<file path="config.mk">
export PLATFORM = sky130hd
export DESIGN_NAME = dmem_dma_flat
export DESIGN_NICKNAME = d
export VERILOG_FILES = /design/src/rtl/dmem_dma_if.sv /design/src/rtl/dmem_dma.sv /design/src/flat_wrapper.sv
export SDC_FILE = /design/constraint.sdc
export NUM_CORES = 1
export LEC_CHECK = 0
export BUFFER_PORTS_ARGS = -buffer_cell sky130_fd_sc_hd__buf_2
export CAP_MARGIN = 15
export CORE_UTILIZATION = 55
export CTS_CLUSTER_DIAMETER = 150
export DETAILED_ROUTE_END_ITERATION = 8
export PLACE_DENSITY = 0.85
export RECOVER_POWER = 100
export SLEW_MARGIN = 15
export SYNTH_ARGS = -nofsm -noshare
export SYNTH_HDL_FRONTEND = slang
export SYNTH_SLANG_ARGS = --single-unit
export TNS_END_PERCENT = 10
</file>
<file path="constraint.sdc">
create_clock -name clk -period 2.7 [get_ports clk]
set_clock_uncertainty 0.2 [all_clocks]
set_input_delay 0.135 -clock clk [delete_from_list [all_inputs] [get_ports clk]]
set_output_delay 0.135 -clock clk [all_outputs]
set_load 0.1 [all_outputs]
</file>
<file path="src/rtl/dmem_dma_if.sv">
// dmem_dma_if: control handshake and data-memory port bundle for dmem_dma.
// The fill/fill_value ports exist only when DMEM_DMA_FILL_EN is defined.
interface dmem_dma_if #(
    parameter int DATA_WIDTH = 32,
    parameter int MEM_DEPTH  = 1024
);
    localparam int AW = $clog2(MEM_DEPTH);
    logic                  start;
    logic                  abort;
    logic [AW-1:0]         src;
    logic [AW-1:0]         dst;
    logic [AW:0]           len;
    logic                  busy;
    logic                  done;
    logic                  aborted;
    logic [AW:0]           words_done;
    logic [AW-1:0]         addr;
    logic [DATA_WIDTH-1:0] write_data;
    logic                  mem_write;
    logic [DATA_WIDTH-1:0] dout;
`ifdef DMEM_DMA_FILL_EN
    logic                  fill;
    logic [DATA_WIDTH-1:0] fill_value;
    modport master (
        input  start, abort, src, dst, len, dout, fill, fill_value,
        output busy, done, aborted, words_done, addr, write_data, mem_write
    );
    modport slave (
        output start, abort, src, dst, len, dout, fill, fill_value,
        input  busy, done, aborted, words_done, addr, write_data, mem_write
    );
`else
    modport master (
        input  start, abort, src, dst, len, dout,
        output busy, done, aborted, words_done, addr, write_data, mem_write
    );
    modport slave (
        output start, abort, src, dst, len, dout,
        input  busy, done, aborted, words_done, addr, write_data, mem_write
    );
`endif
endinterface

</file>
<file path="src/rtl/dmem_dma.sv">
// dmem_dma: single-channel block-copy engine driving the data-memory port.
// Optional constant-fill mode (FL state) is compiled in with DMEM_DMA_FILL_EN.
module dmem_dma #(
    parameter int DATA_WIDTH = 32,
    parameter int MEM_DEPTH  = 1024
) (
    input logic        clk,
    input logic        RESET,
    dmem_dma_if.master bus
);
    localparam int AW = $clog2(MEM_DEPTH);
    localparam logic [AW:0]   DEPTH = (AW+1)'(MEM_DEPTH);
    localparam logic [AW-1:0] LAST  = AW'(MEM_DEPTH - 1);
    typedef enum logic [2:0] {IDLE, RD, WR, FL, DONE} state_t;
    state_t                state, state_n;
    logic [AW-1:0]         cur_src, cur_dst;
    logic [AW:0]           remaining, words_done, len_sat;
    logic [DATA_WIDTH-1:0] data_q;
    logic                  aborted_q, fill_sel, last, wr;

    function automatic logic [AW-1:0] inc(input logic [AW-1:0] a);
        return a == LAST ? '0 : a + 1'b1;
    endfunction

`ifdef DMEM_DMA_FILL_EN
    assign fill_sel = bus.fill;
`else
    assign fill_sel = 1'b0;
`endif
    assign len_sat = bus.len > DEPTH ? DEPTH : bus.len;
    assign last    = remaining == (AW+1)'(1);
    assign wr      = state == WR || state == FL;

    assign bus.busy       = state == RD || wr;
    assign bus.done       = state == DONE;
    assign bus.aborted    = aborted_q;
    assign bus.words_done = words_done;
    assign bus.mem_write  = wr;
    assign bus.addr       = state == RD ? cur_src : wr ? cur_dst : '0;
    assign bus.write_data = wr ? data_q : '0;

    always_comb begin
        state_n = state;
        case (state)
            IDLE:    if (bus.start) state_n = len_sat == '0 ? DONE : fill_sel ? FL : RD;
            RD:      state_n = bus.abort ? DONE : WR;
            WR:      state_n = bus.abort || last ? DONE : RD;
            FL:      state_n = bus.abort || last ? DONE : FL;
            default: state_n = IDLE;
        endcase
    end

    always_ff @(posedge clk) begin
        if (RESET) begin
            state      <= IDLE;
            cur_src    <= '0;
            cur_dst    <= '0;
            remaining  <= '0;
            words_done <= '0;
            data_q     <= '0;
            aborted_q  <= 1'b0;
        end else begin
            state <= state_n;
            case (state)
                IDLE: if (bus.start) begin
                    cur_src    <= bus.src;
                    cur_dst    <= bus.dst;
                    remaining  <= len_sat;
                    words_done <= '0;
                    aborted_q  <= 1'b0;
`ifdef DMEM_DMA_FILL_EN
                    if (bus.fill) data_q <= bus.fill_value;
`endif
                end
                RD: begin
                    data_q    <= bus.dout;
                    aborted_q <= bus.abort;
                end
                WR, FL: begin
                    words_done <= words_done + 1'b1;
                    cur_src    <= inc(cur_src);
                    cur_dst    <= inc(cur_dst);
                    remaining  <= remaining - 1'b1;
                    aborted_q  <= bus.abort;
                end
                default: ;
            endcase
        end
    end
endmodule

</file>
<file path="src/flat_wrapper.sv">
// flat-port wrapper written by rule: the top's interface ports become plain ports
module dmem_dma_flat 
#(
    parameter int DATA_WIDTH = 32,
    parameter int MEM_DEPTH  = 1024
)
  (clk, RESET, bus_start, bus_abort, bus_src, bus_dst, bus_len, bus_dout, bus_busy, bus_done, bus_aborted, bus_words_done, bus_addr, bus_write_data, bus_mem_write);
  dmem_dma_if #(.DATA_WIDTH(DATA_WIDTH), .MEM_DEPTH(MEM_DEPTH)) bus_i ();
  input logic clk;
  input logic RESET;
  input wire logic [$bits(bus_i.start)-1:0] bus_start;
  input wire logic [$bits(bus_i.abort)-1:0] bus_abort;
  input wire logic [$bits(bus_i.src)-1:0] bus_src;
  input wire logic [$bits(bus_i.dst)-1:0] bus_dst;
  input wire logic [$bits(bus_i.len)-1:0] bus_len;
  input wire logic [$bits(bus_i.dout)-1:0] bus_dout;
  output wire logic [$bits(bus_i.busy)-1:0] bus_busy;
  output wire logic [$bits(bus_i.done)-1:0] bus_done;
  output wire logic [$bits(bus_i.aborted)-1:0] bus_aborted;
  output wire logic [$bits(bus_i.words_done)-1:0] bus_words_done;
  output wire logic [$bits(bus_i.addr)-1:0] bus_addr;
  output wire logic [$bits(bus_i.write_data)-1:0] bus_write_data;
  output wire logic [$bits(bus_i.mem_write)-1:0] bus_mem_write;
  assign bus_i.start = bus_start;
  assign bus_i.abort = bus_abort;
  assign bus_i.src = bus_src;
  assign bus_i.dst = bus_dst;
  assign bus_i.len = bus_len;
  assign bus_i.dout = bus_dout;
  assign bus_busy = bus_i.busy;
  assign bus_done = bus_i.done;
  assign bus_aborted = bus_i.aborted;
  assign bus_words_done = bus_i.words_done;
  assign bus_addr = bus_i.addr;
  assign bus_write_data = bus_i.write_data;
  assign bus_mem_write = bus_i.mem_write;
  dmem_dma #(.DATA_WIDTH(DATA_WIDTH), .MEM_DEPTH(MEM_DEPTH)) u_core (.clk(clk), .RESET(RESET), .bus(bus_i));
endmodule
</file>
# Word-level counts from Yosys, hierarchy flattened
# Cells that the tools add are included.
# word_totals
reg_bits	78
in_bits	67
output_inout_bits	57
wordCells	53
# op_classes
add_sub_neg	4
order_cmp	1
eq_ne	8
mux	22
n_reduce_logical	11
# op_table
operator	n
$mux 10	6
$pmux 11 s2	2
$pmux 10 s2	2
$mux 11	3
$mux 32	1
$add 10x1->10 const B	2
$eq 10x10->1 const B	2
$mux 3	5
$pmux 3 s4	1
$add 11x1->11 const B	1
$eq 11x1->1 const B	1
$gt 11x11->1 const B	1
$logic_not 11->1	1
$sub 11x1->11 const B	1
$eq 3x2->1 const B	2
$reduce_and 2->1	2
$reduce_bool 2->1	2
$eq 3x1->1 const B	1
$eq 3x3->1 const B	1
$logic_not 3->1	1
$logic_or 1x1->1	3
$reduce_or 3->1	1
$ne 2x2->1 const B	1
$pmux 1 s2	1
2 further kinds	2

# Logic depth before layout (Yosys ltp)
# Gate-level depths: netlist of run 1.
# depth
word_depth	6
depth_mapped	6
mapped_depth_nobuf	5

# Worst setup path after synthesis of run 1
# Ideal clock, no wire load.
# synth_path
path_kind	flip-flop to output port
start	register u_core.state[1]
end	output bus_addr[0]
t_arrival_ns	3.028
required_time_ns	2.365
slack_ns	-0.663
path_stages_with_launch	5
path_buffers	1
cell_sequence	dfxtp_1 inv_1 nand3_1 clkbuf_1 o21ai_0
# synth_between
elab_chain_cells	4
elab_cells_between_ends	6
cone_classes	eq/ne (3); mux (2); reduce/logical (1)
# synth_lines
element	line	source
from (decl)	dmem_dma.sv:15	state_t state, state_n;
from (signal assigned)	dmem_dma.sv:63	state <= state_n;
$eq 3x2->1	dmem_dma.sv:32	assign wr = state == WR || state == FL;
$logic_or 1x1->1	dmem_dma.sv:32	
$mux 10	dmem_dma.sv:39	assign bus.addr = state == RD ? cur_src : wr ? cur_dst : '0;
$mux 10 *	dmem_dma.sv:39	
to (decl)	flat_wrapper.sv:21	output wire logic [$bits(bus_i.addr)-1:0] bus_addr;
# Every way passes the cells marked *; elsewhere a longest branch is shown, timed or not.

# Worst setup path after layout of run 1
# layout_path
start	register u_core.state[1]
end	output bus_addr[5]
# The elaborated chain is that of the path after synthesis.

==> flow_summary.toml, run 1 <==
[clocking]
cts_inserted_buffers = 9
clock_insertion_delay_worst_skew_ns = 0.35
clock_sink_count = 78
htree_num_levels = 3
cts_buffer_depth = 2
tritoncts = "yes"
clk_root_buffer_cell = "clkbuf_8"
clk_pin_slew_ns = 0.08

[finish]
post_layout_nonfiller_instances = 792
final_net_count = 760
multi_input_area_um2 = 2300
drive_gt1_share_pct = 22.5
syn_to_final_growth_pct = 36.4
fillerInstances = 519
layout.cells.most_common = "buf_2"
postLayoutCellArea_um2 = 5560
mostFrequentLayoutCells = "109 x buf_2, 83 x nand2_1, 77 x dfxtp_1"
antenna_cells_inserted = 0
final-seq-area_um2 = 1560

[sta]
fmax_ghz = 0.386
min_cycle_time_layout_ns = 2.59
worst_slew_pin_slew_ns = 1.18
timing_hold_violations_final = 0
worst_slew_margin_rel_pct = 21.6
final-setup-viol-count = 0
setup-tns-final_ns = 0
final_min_period_over_clock_period_pct = 95.8
rsz_0062_raised_after_global_routing = "true"
whs_ns = 0.0315
maxSlewViolCount = 0

[global_route]
first_pass_grt_wire_length_um = 20200
grt.met3_usage_pct = 6.88
antenna_violations_before_repair = 0
grt_most_used_layer = "met2"
use_met2_pct = 57.2
overflow = 0
groute.layer.met1.usage_pct = 40.0
maximum_number_of_pins_on_one_net_before_global_route_repair = 35
number_of_global_route_vias_before_repair = 4420
globalRouteTotalUtil_pct = 33.3

[yosys]
synth_enable_flop_cells = 0
synth_async_sr_flop_share_pct = 0
synth_seq_cells = 78
flip_flop_cell_with_the_highest_count_after_synthesis = "dfxtp_1"
mapped_cell_area_um2 = 4080
synth.yosys.seq_area_share_pct = 38.3
syn_avg_cell_area_um2 = 7.82
mappedNetlistNets = 593
yosysWarnings = 0
synthDistinctLibCells = 66
synthCells = 521

[floorplanning]
io_pins = 124
core_footprint_um2 = 7210
starting_utilization_of_the_core_area_pct = 56.5
die_y_um = 88.1
floorplan.die.width_um = 88.1
die_area_um2 = 7760
row_count = 31

[setup_path]
timing.critical_path.fanout_max = 13
worst-endpoint-required_ns = 2.37
cp-start-kind = "flip-flop"
critical_path.endpoint_type = "output pin"
cp.arrival_ns = 2.25
cp_class = "reg -> out"

[run]
cap_viol_max_count = 0

[worst_hold_path]
type_of_the_most_critical_hold_path = "in -> reg"

[routing]
via_count = 4623
postRouteAntennaNets = 0
drt_pass1_iterations = 5
route.detailed.vias_per_inst = 5.84
drt_drc_violations_left = 0
detailedRoute.firstIterationViolations = 353
routed_wire_length_per_instance_um = 16.2
wl_um = 12800

[place]
finalWeightedCongestion = 0.908
placedInstanceArea_um2 = 4780
placement.io_buffers = 123
hpwl_um = 7800
dp.cells = 718

[pwr]
p_total_w = 0.00304
maximum_resistive_drop_on_vdd_uv = 367
power.leakage_nw = 2.25
cellPowerDensity_nw_per_um2 = 547

[run_status]
run_status = "finished clean"
-- routing by layer --
metal	wire [µm]	share of wire [%]
met5	0	0
met4	384	3.0
met3	882	6.9
met2	6440	50
met1	5090	40
-- power breakdown --
| part | switching, W | leakage, nW | internal (W) |
|---|---|---|---|
| clock | 0.000438 | 0.108 | 0.000543 |
| combinational | 0.000444 | 1.50 | 0.000269 |
| sequential | 0.000105 | 0.638 | 0.00124 |
| total | 0.000987 | 2.25 | 0.00205 |
-- cells by family (layout without fill, tap and decap cells) --
kind of cell             count (synthesis)  in the layout  share of synthesized area (%)
AND/OR/NAND/NOR                        239            239                           30.7
AO/OA/AOI/OAI                          141            141                           22.5
flip-flops                              78             78                           38.3
buffers and inverters                   49            221                           4.91
XOR/XNOR                                 8              8                           1.72
adder cells (fa/ha/maj)                  5              5                           1.54
multiplexers                             1              1                          0.276
-- critical path, cell delays in order (launching register included) --
cell and delay, ns:
dfxtp_1 0.45, inv_1 0.26, and3_1 0.54, a22o_1 0.22
buf_2 0.43
-- stage by stage --
| stage | util [%] | setup slack [ns] |
|---|---|---|
| floorplan | - | -0.584 |
| global placement | 66.3 | 0.597 |
| detailed placement | 66.3 | 0.459 |
| CTS | 77.4 | 0.0853 |
| global route | 77.0 | -0.00354 |
| finish | 77.0 | 0.112 |
-- cell type report --
cell class | instances | area share, %
Multi-Input combinational cell | 394 | 41.4
Sequential cell | 78 | 28.1
Clock buffer | 10 | 2.48
Timing Repair Buffer | 193 | 23.4
Tap cell | 99 | 2.23
Inverter | 12 | 0.810
Clock inverter | 6 | 1.53
-- synthesized netlist by cell type, types with 2 or more instances --
| library cell | number | area share [%] |
|---|---|---|
| nand4_1 | 16 | 2.5 |
| and2_1 | 35 | 5.4 |
| nand2_1 | 83 | 7.6 |
| inv_1 | 10 | 0.92 |
| clkbuf_1 | 23 | 2.1 |
| o21a_1 | 3 | 0.55 |
| a311o_1 | 2 | 0.49 |
| a21oi_1 | 56 | 6.9 |
| o22ai_1 | 5 | 0.77 |
| o211ai_1 | 2 | 0.37 |
| nor4b_2 | 2 | 0.74 |
| a31oi_1 | 6 | 0.92 |
| nor4_4 | 2 | 1.0 |
| nand2b_1 | 6 | 0.92 |
| nand3_1 | 20 | 2.5 |
| dfxtp_1 | 78 | 38 |
| or4_1 | 2 | 0.37 |
| o31a_1 | 2 | 0.43 |
| o2111ai_1 | 2 | 0.43 |
| nor3_1 | 12 | 1.5 |
| xnor2_1 | 4 | 0.86 |
| and4_1 | 4 | 0.86 |
| ha_1 | 5 | 1.5 |
| a211oi_1 | 11 | 2.0 |
| a21boi_0 | 2 | 0.37 |
| o21ai_0 | 22 | 2.7 |
| xor2_1 | 4 | 0.86 |
| clkinv_1 | 2 | 0.18 |
| a22o_1 | 4 | 0.86 |
| nor2_1 | 32 | 2.9 |
| or3_1 | 8 | 1.2 |
| a22oi_1 | 3 | 0.55 |
| a221oi_1 | 4 | 0.86 |
| nor4_1 | 3 | 0.46 |
| and3_1 | 3 | 0.46 |
| or2_2 | 2 | 0.31 |
| buf_2 | 12 | 1.5 |
-- registers in the layout, summed over array words and instances, names as in the netlist --
name                   flops
u_core.data_q             32
u_core.bus.words_done     11
u_core.bus.aborted         1
u_core.state               3
u_core.remaining          11
u_core.cur_dst            10
u_core.cur_src            10
-- path summary, 6_finish.rpt --
kind | startpoint | depth (start not counted) | slack [ns] | end
max reg2reg | u_core.state[1] | 6 | 0.24 | u_core.remaining[2]
max | u_core.state[1] | 4 | 0.11 | bus_addr[5]
min | bus_src[3] | 4 | 0.03 | u_core.cur_src[3]
min reg2reg | u_core.data_q[30] | 2 | 0.25 | u_core.data_q[30]
-- timing repair --
| action | 4_1_cts | 5_1_grt |
|---|---|---|
| resized for setup | 0 | 2 |
| hold buffers | 58 | 0 |
| buffers inserted | 0 | 0 |
| hold endpoints to repair | 60 | 0 |
| endpoints found under the setup margin | 0 | 8 |
Power figures use the tool's default switching activity.
==> inputs of run 2 (changes only) <==
Settings changed: BUFFER_PORTS_ARGS -buffer_cell sky130_fd_sc_hd__buf_2 to -buffer_cell sky130_fd_sc_hd__buf_4.
==> flow_summary.toml, run 2 (same netlist as run 1, synthesis figures left out) <==
[run_status]
run_status = "finished clean"

[floorplanning]
row_count = 31
floorplan.die.width_um = 88.1
io_pins = 124
starting_utilization_of_the_core_area_pct = 56.5
die_y_um = 88.1
core_footprint_um2 = 7210
die_area_um2 = 7760

[place]
finalWeightedCongestion = 0.936
placedInstanceArea_um2 = 5050
hpwl_um = 7820
placement.io_buffers = 123

[global_route]
overflow = 0
globalRouteTotalUtil_pct = 35.7
first_pass_grt_wire_length_um = 21400
number_of_global_route_vias_before_repair = 4576
maximum_number_of_pins_on_one_net_before_global_route_repair = 49
antenna_violations_before_repair = 0

[routing]
drt_drc_violations_left = 0
drt_pass1_iterations = 5
via_count = 4681
postRouteAntennaNets = 0
detailedRoute.firstIterationViolations = 381
routed_wire_length_per_instance_um = 17.1
wl_um = 13500
route.detailed.vias_per_inst = 5.90

[worst_hold_path]
whs_path_depth = 4
type_of_the_most_critical_hold_path = "in -> reg"

[finish]
postLayoutCellArea_um2 = 5700
final-seq-area_um2 = 1560
fillerInstances = 502
layout.cells.most_common = "nand2_1"
drive_gt1_share_pct = 21.6
biggestRegsByFlops = "u_core.data_q x32, u_core.bus.words_done x11, u_core.remaining x11"
largest_register_ffs = 32
syn_to_final_growth_pct = 39.9
antenna_cells_inserted = 0
multi_input_area_um2 = 2280
max_flop_register = "u_core.data_q"
mostFrequentLayoutCells = "83 x nand2_1, 78 x dfxtp_1, 76 x buf_4"
final_net_count = 762

[pwr]
cellPowerDensity_nw_per_um2 = 523
maximum_resistive_drop_on_vdd_uv = 371
power.leakage_nw = 2.25

[setup_path]
worst-endpoint-required_ns = 2.37
cp.arrival_ns = 2.26
timing.critical_path.fanout_max = 13
cp-start-kind = "flip-flop"
worst_reg_to_reg_cells = 6
cp_slowest_stage_delay_ns = 0.59
slowest_stage = "dfxtp_1"
critical_path.endpoint_type = "output pin"
timing.critical_path.cells = "clkinv_1 > and3_1 > nand2_1 > o21ai_0 > clkbuf_4"
cp_class = "reg -> out"

[run]
cap_viol_max_count = 0

[sta]
final-setup-viol-count = 0
whs_ns = 0.0177
worst_slew_margin_rel_pct = 21.2
worst_slew_pin_slew_ns = 1.19
final_min_period_over_clock_period_pct = 95.9
rsz_0062_raised_after_global_routing = "false"
min_cycle_time_layout_ns = 2.59
maxSlewViolCount = 0
fmax_ghz = 0.386
timing_hold_violations_final = 0

[clocking]
clk_root_buffer_cell = "clkbuf_8"
tritoncts = "yes"
cts_inserted_buffers = 9
htree_num_levels = 3
cts_buffer_depth = 2
clk_pin_slew_ns = 0.08
clock_insertion_delay_worst_skew_ns = 0.34
clock_sink_count = 78
postCtsSetupRepairBufs = 0
run 2: path summary, 6_finish.rpt:
| check | slack, ns | end | from |
|---|---|---|---|
| worst max-delay path | 0.11 | bus_addr[4] | u_core.state[2] |
| worst min-delay path | 0.02 | u_core.cur_src[3] | bus_src[3] |
| worst max register to register | 0.19 | u_core.remaining[2] | u_core.state[1] |
| worst min register to register | 0.25 | u_core.data_q[23] | u_core.data_q[23] |
run 2: what timing repair did:
| action | 4_1_cts | 5_1_grt |
|---|---|---|
| endpoints found under the setup margin | 0 | 1 |
| gates resized for setup | 0 | 1 |
| hold buffers | 61 | 0 |
| hold endpoints to repair | 62 | 0 |
run 2: layout make-up:
type	count	share of cell area, %
Clock inverter	7	1.40
Sequential cell	78	27.4
Clock buffer	9	2.17
Multi-Input combinational cell	394	40.1
Timing Repair Buffer	195	26.0
Tap cell	99	2.17
Inverter	12	0.790
run 2: metrics by stage:
step	power [W]	std cells	utilization [%]	setup TNS, ns	setup slack [ns]
after floorplan	0.00181	521	-	-1.70	-0.584
after global placement	0.00200	717	70.0	0	0.639
after global routing	0.00310	794	79.0	0	0.0222
after detailed placement	0.00202	717	70.0	0	0.550
final	0.00298	794	79.0	0	0.109
after CTS	0.00299	794	81.3	0	0.0581
run 2: layer usage:
layer / up-vias / global-route usage [%] / wire length, µm / part of all wire [%]
li1: 2205 / - / - / -
met1: 2215 / 40.0 / 5000 / 37
met2: 225 / 64.6 / 7300 / 54
met3: 36 / 8.01 / 975 / 7.2
met4: 0 / 16.0 / 272 / 2.0
met5: - / 0 / 0 / 0
run 2: power breakdown:
group          total, W  leakage [nW]  internal (W)  switching [W]
Clock          0.000898        0.0964      0.000437       0.000461
Sequential      0.00135         0.638       0.00124       0.000109
Combinational  0.000738          1.51      0.000290       0.000448
Total           0.00298          2.25       0.00197        0.00102
run 2: worst max-delay path, delay by kind of cell (launching register included):
kind            cells  cell delay, ns
buf+inv             2            0.62
simple gates        2            0.60
flops               1            0.59
compound gates      1            0.10
